===== src/rtl/line_echo_ctrl.sv =====
// Line buffer between UART RX and TX: stores bytes until TERM, then replays the line plus CR LF.
// Latency: byte stored 2 cycles after RX_status rises; first TX_en 2 cycles after the terminator rises.
// Backpressure: each TX_en waits for TX_status idle; bytes arriving while busy or with a full buffer are dropped and flagged.
module line_echo_ctrl #(
  parameter int         DEPTH = 16,
  parameter int         AW    = 4,
  parameter logic [7:0] TERM  = 8'h0D
) (
  input  logic          sys_clk,
  input  logic          reset,
  input  logic          upcase,
  input  logic [7:0]    RX_data,
  input  logic          RX_status,
  input  logic          TX_status,
  output logic [7:0]    TX_data,
  output logic          TX_en,
  output logic          busy,
  output logic          overflow,
  output logic [AW:0]   line_len
);

  typedef enum logic [2:0] {COLLECT, ISSUE, WAIT_BUSY, WAIT_DONE, NEXT} state_t;
  typedef enum logic [1:0] {PH_LINE, PH_CR, PH_LF} phase_t;

  localparam logic [AW:0] FULL = (AW+1)'(DEPTH);

  state_t        state, state_nxt;
  phase_t        phase;
  logic          rs_q, ev_q;
  logic [7:0]    byte_q;
  logic [AW:0]   count;
  logic [AW-1:0] rd_ptr;
  logic [1:0]    wb_cnt;
  logic [7:0]    tx_hold;
  logic [7:0]    mem [DEPTH];

  logic [7:0]    cur_byte, fold_byte;
  logic          col_ev, is_term, do_store, do_drop, last_line;
  logic [AW:0]   rd_nxt;

  assign col_ev    = ev_q && (state == COLLECT);
  assign is_term   = col_ev && (byte_q == TERM);
  assign do_store  = col_ev && (byte_q != TERM) && (count < FULL);
  assign do_drop   = col_ev && (byte_q != TERM) && (count >= FULL);
  assign rd_nxt    = {1'b0, rd_ptr} + (AW+1)'(1);
  assign last_line = (rd_nxt >= count);
  assign fold_byte = (upcase && byte_q >= 8'h61 && byte_q <= 8'h7A) ? byte_q - 8'h20 : byte_q;
  assign line_len  = count;

  always_comb begin
    case (phase)
      PH_LINE: cur_byte = mem[rd_ptr];
      PH_CR:   cur_byte = 8'h0D;
      PH_LF:   cur_byte = 8'h0A;
      default: cur_byte = 8'h00;
    endcase
  end

  always_ff @(posedge sys_clk) begin
    if (reset) state <= COLLECT;
    else       state <= state_nxt;
  end

  always_comb begin
    state_nxt = state;
    TX_en     = 1'b0;
    case (state)
      COLLECT:   if (is_term) state_nxt = ISSUE;
      ISSUE: begin
        // Hold the strobe back until the sender reports idle.
        if (TX_status) begin
          TX_en     = 1'b1;
          state_nxt = WAIT_BUSY;
        end
      end
      WAIT_BUSY: if (!TX_status || wb_cnt == 2'd3) state_nxt = WAIT_DONE;
      WAIT_DONE: if (TX_status) state_nxt = NEXT;
      NEXT:      state_nxt = (phase == PH_LF) ? COLLECT : ISSUE;
      default:   state_nxt = COLLECT;
    endcase
    TX_data = (state == ISSUE) ? cur_byte : tx_hold;
    busy    = (state != COLLECT);
  end

  always_ff @(posedge sys_clk) begin
    if (reset) begin
      // Track the live level so a byte overlapping reset is not replayed afterwards.
      rs_q     <= RX_status;
      ev_q     <= 1'b0;
      byte_q   <= 8'h00;
      count    <= '0;
      rd_ptr   <= '0;
      phase    <= PH_LINE;
      wb_cnt   <= 2'd0;
      tx_hold  <= 8'h00;
      overflow <= 1'b0;
    end else begin
      rs_q <= RX_status;
      ev_q <= RX_status & ~rs_q;
      if (RX_status && !rs_q) byte_q <= RX_data;

      if (ev_q && state != COLLECT) overflow <= 1'b1;
      else if (do_store) begin
        count <= count + (AW+1)'(1);
        if (count == '0) overflow <= 1'b0;
      end else if (do_drop) overflow <= 1'b1;

      if (is_term) begin
        rd_ptr <= '0;
        phase  <= (count == '0) ? PH_CR : PH_LINE;
      end

      case (state)
        ISSUE: begin
          wb_cnt <= 2'd0;
          if (TX_status) tx_hold <= cur_byte;
        end
        WAIT_BUSY: wb_cnt <= wb_cnt + 2'd1;
        NEXT: begin
          case (phase)
            PH_LINE: begin
              if (!last_line) rd_ptr <= rd_ptr + AW'(1);
              else            phase  <= PH_CR;
            end
            PH_CR: phase <= PH_LF;
            default: begin
              count <= '0;
              phase <= PH_LINE;
            end
          endcase
        end
        default: ;
      endcase
    end
  end

  always_ff @(posedge sys_clk) begin
    if (do_store) mem[count[AW-1:0]] <= fold_byte;
  end

endmodule


===== config.mk =====
export PLATFORM = sky130hd
export DESIGN_NAME = line_echo_ctrl
export DESIGN_NICKNAME = d
export VERILOG_FILES = /design/src/rtl/line_echo_ctrl.sv
export SDC_FILE = /design/constraint.sdc
export NUM_CORES = 1
export LEC_CHECK = 0
export ABC_AREA = 1
export CORE_ASPECT_RATIO = 1.25
export CORE_MARGIN = 1
export CORE_UTILIZATION = 24
export CTS_BUF_LIST = sky130_fd_sc_hd__clkbuf_4 sky130_fd_sc_hd__clkbuf_8
export DETAILED_ROUTE_END_ITERATION = 8
export DONT_BUFFER_PORTS = 1
export GPL_ROUTABILITY_DRIVEN = 1
export PLACE_DENSITY = 0.34
export SYNTH_ARGS = -nofsm -noshare
export SYNTH_HDL_FRONTEND = slang
export SYNTH_SLANG_ARGS = --single-unit

===== constraint.sdc =====
create_clock -name sys_clk -period 2.9 [get_ports sys_clk]
set_clock_uncertainty 0.05 [all_clocks]
set_input_delay 0.58 -clock sys_clk [delete_from_list [all_inputs] [get_ports sys_clk]]
set_output_delay 0.58 -clock sys_clk [all_outputs]
set_load 0.03 [all_outputs]

==> results of run 1 <==
[sequential cells by signal (all words and copies together), names as in the netlist]
signal and flops:
mem 128, byte_q 8, tx_hold 8, line_len 5
rd_ptr 4, state 3, phase 2, wb_cnt 2
ev_q 1, overflow 1, rs_q 1
[placed cells by master (no fill, tap or decap), types with 3 or more instances in the layout]
master,synthesis,final
nor3_1,8,8
buf_6,1,4
clkbuf_16,0,4
o21ai_1,6,8
ha_1,16,16
nand2_4,2,6
clkinv_4,0,3
o21ai_2,1,5
nor2_1,98,98
nand2_1,179,162
nand3_2,1,6
clkbuf_8,0,19
nor3_4,3,3
a21oi_1,20,20
o21ai_0,45,39
o211ai_1,5,5
buf_12,0,7
nand2_2,2,15
clkinvlp_4,0,4
inv_2,5,3
nand3_1,81,76
bufinv_16,0,3
inv_1,88,87
buf_4,3,33
dfxtp_1,35,33
edfxtp_1,128,128
clkinv_2,0,4
[repair_timing]
| item | 4_1_cts | 5_1_grt |
|---|---|---|
| cloned | 0 | 4 |
| resized for setup | 11 | 48 |
| pin swaps | 0 | 17 |
| endpoints found under the hold margin | 0 | 0 |
| endpoints found under the setup margin | 8 | 8 |
| buffers inserted | 0 | 12 |
[cells by family after synthesis]
group | count (synthesis) | share of synthesized area (%)
fa+ha+maj | 16 | 2.69
flops | 163 | 61.1
buf+inv | 126 | 7.00
simple gates | 384 | 23.0
xor+xnor | 2 | 0.235
compound gates | 83 | 6.04
[report_power, final]
| part | internal [mW] | total (mW) | switching (mW) | leakage, nW |
|---|---|---|---|---|
| clock | 0.881 | 1.76 | 0.877 | 0.205 |
| combinational | 0.0368 | 0.147 | 0.110 | 1.88 |
| sequential | 2.54 | 2.55 | 0.0122 | 1.46 |
[cell type report]
type | count | share of cell area [%]
inverters | 95 | 4.25
repair buffers | 50 | 6.32
clock inverters | 13 | 1.79
multi-input cells | 485 | 27.9
flip-flops and latches | 163 | 51.2
well taps | 401 | 5.65
clock buffers | 19 | 2.87
[routing by layer]
layer  part of all wire [%]  vias to the layer above  track usage, %
met1                     43                     2512            15.4
met2                     51                       91            24.6
met5                      0                        -               0
met3                    3.1                       35            2.75
li1                       -                     2629               -
met4                    2.7                        0            5.52
[critical path, stage by stage (launching register included)]
cell and delay [ns]:
dfxtp_4 0.47, buf_12 0.17, buf_6 0.10, o21ai_2 0.04, o211ai_1 0.27, nand3_1 0.17
nand2_2 0.12, nand2_2 0.06, o21ai_1 0.15, buf_4 0.18
[worst paths after layout]
kind,slack (ns),to,cells after the start
setup / recovery,0.06,TX_data[5],9
setup reg to reg,0.40,mem[8][4],5
hold reg to reg,0.42,byte_q[4],2
hold / removal,0.09,rs_q,0
==> metrics.txt, run 1 <==
status finished clean; Root Buffer clkbuf_8; Yosys reg bits 163; worst setup path startpoint rd_ptr[0]; Net Count, Synth 803; number of flops mapped to enable cells by yosys 128; Critical Path RT 2.27 ns; placed cells 1178; relative slew slack 10.5%; area leader, netlist edfxtp_1; via count 5267; Post-synth ARST share 0%; Netlist Area Pre-Place 7440 um2; Rows 71; initial antenna violation count 0; Post-Route Setup TNS 0 ns; final period utilization 98.0%; Die Width 159 um; pwr dens 501 nW/um2; fin util 29.3%; via-per-instance ratio 4.30; # hold bufs at CTS 0; max-slew violation count 0; area delta synth->final 19.4%; f_max 0.352 GHz; Detailed Routing Iterations Pass 1 5; Chip Height 199 um; Initial Util 24.6%; top post-synthesis cells by area edfxtp_1 52%, dfxtp_1 9.4%, nand2_1 9.0%, nand3_1 5.4%, nor2_1 4.9%; Post-Synthesis Cells 774; crit path max fanout 8; drt wl/cell 17.0 um; vias in the first global route 5349; TritonCTS clock tree built; # fillers 3158; ys flop type edfxtp_1; Avg Cell Area, Syn 9.61 um2; CTS H-tree depth 4; Final GP Congestion 0.783; Crit. End Element output port; RSZ-0062 raised after global routing yes; min Tclk post-route 2.84 ns; Post-DP HPWL 14.0 mm; part of the Yosys area used for sequential elements 61.1%; largest net degree at the start of global routing 37; Yosys cell types 37; die area 31700 um2; Hold Path Class in -> reg; CP Launch Type flip-flop; # port buffers 0; register area 4550 um2; hold path start RX_status; hold_ws 0.0881 ns; DRC 0; area of the multi-input gates 2480 um2; initial DRC count 291; clk buf depth 2; grt total ovfl 0; share of the synthesized area in the top cell type 51.7%; # IOs 29; r2r startpoint state[1]; Clk pin slew, worst setup/hold paths 0.08 ns; Layout Cells excl Fill 1226; Pwr Total 4.45 mW; CP arrival 2.21 ns; # diodes 0; VDD IR max 0.000273 V; LEAKAGE 3.54 nW; CORE AREA 30300 um2; max cap viols 0; gr usage total 13.5%; final hold violation count 0; ratio of cells with drive above 1 in the final layout 16.5%; Layout Nets 841; Final Cell Area 8880 um2; Clock Latency Late Sink 0.47 ns; Final ANT Viol Nets 0; top-count cell post-synth nand2_1; PnR worst setup slack 0.0574 ns; Post-DP Area 8060 um2; Synth warnings 0; final setup violation count 0; Place WS 0.362 ns; Commonest cells post-synth 179 x nand2_1, 128 x edfxtp_1, 98 x nor2_1, 88 x inv_1, 81 x nand3_1; Crit Path Class reg -> out; Routed WL 20.9 mm; # clock sinks 163; Worst-Margin Slew 1.33 ns; first-pass GRT wire length 31.6 mm; TritonCTS buffer count 17
Note: power is estimated with default switching activity, not from simulation.
==> inputs of run 2 (changes only) <==
Settings changed: GPL_ROUTABILITY_DRIVEN 1 to 0.
==> results of run 2 <==
Final layout, timing and power as in run 1 (identical DEF).
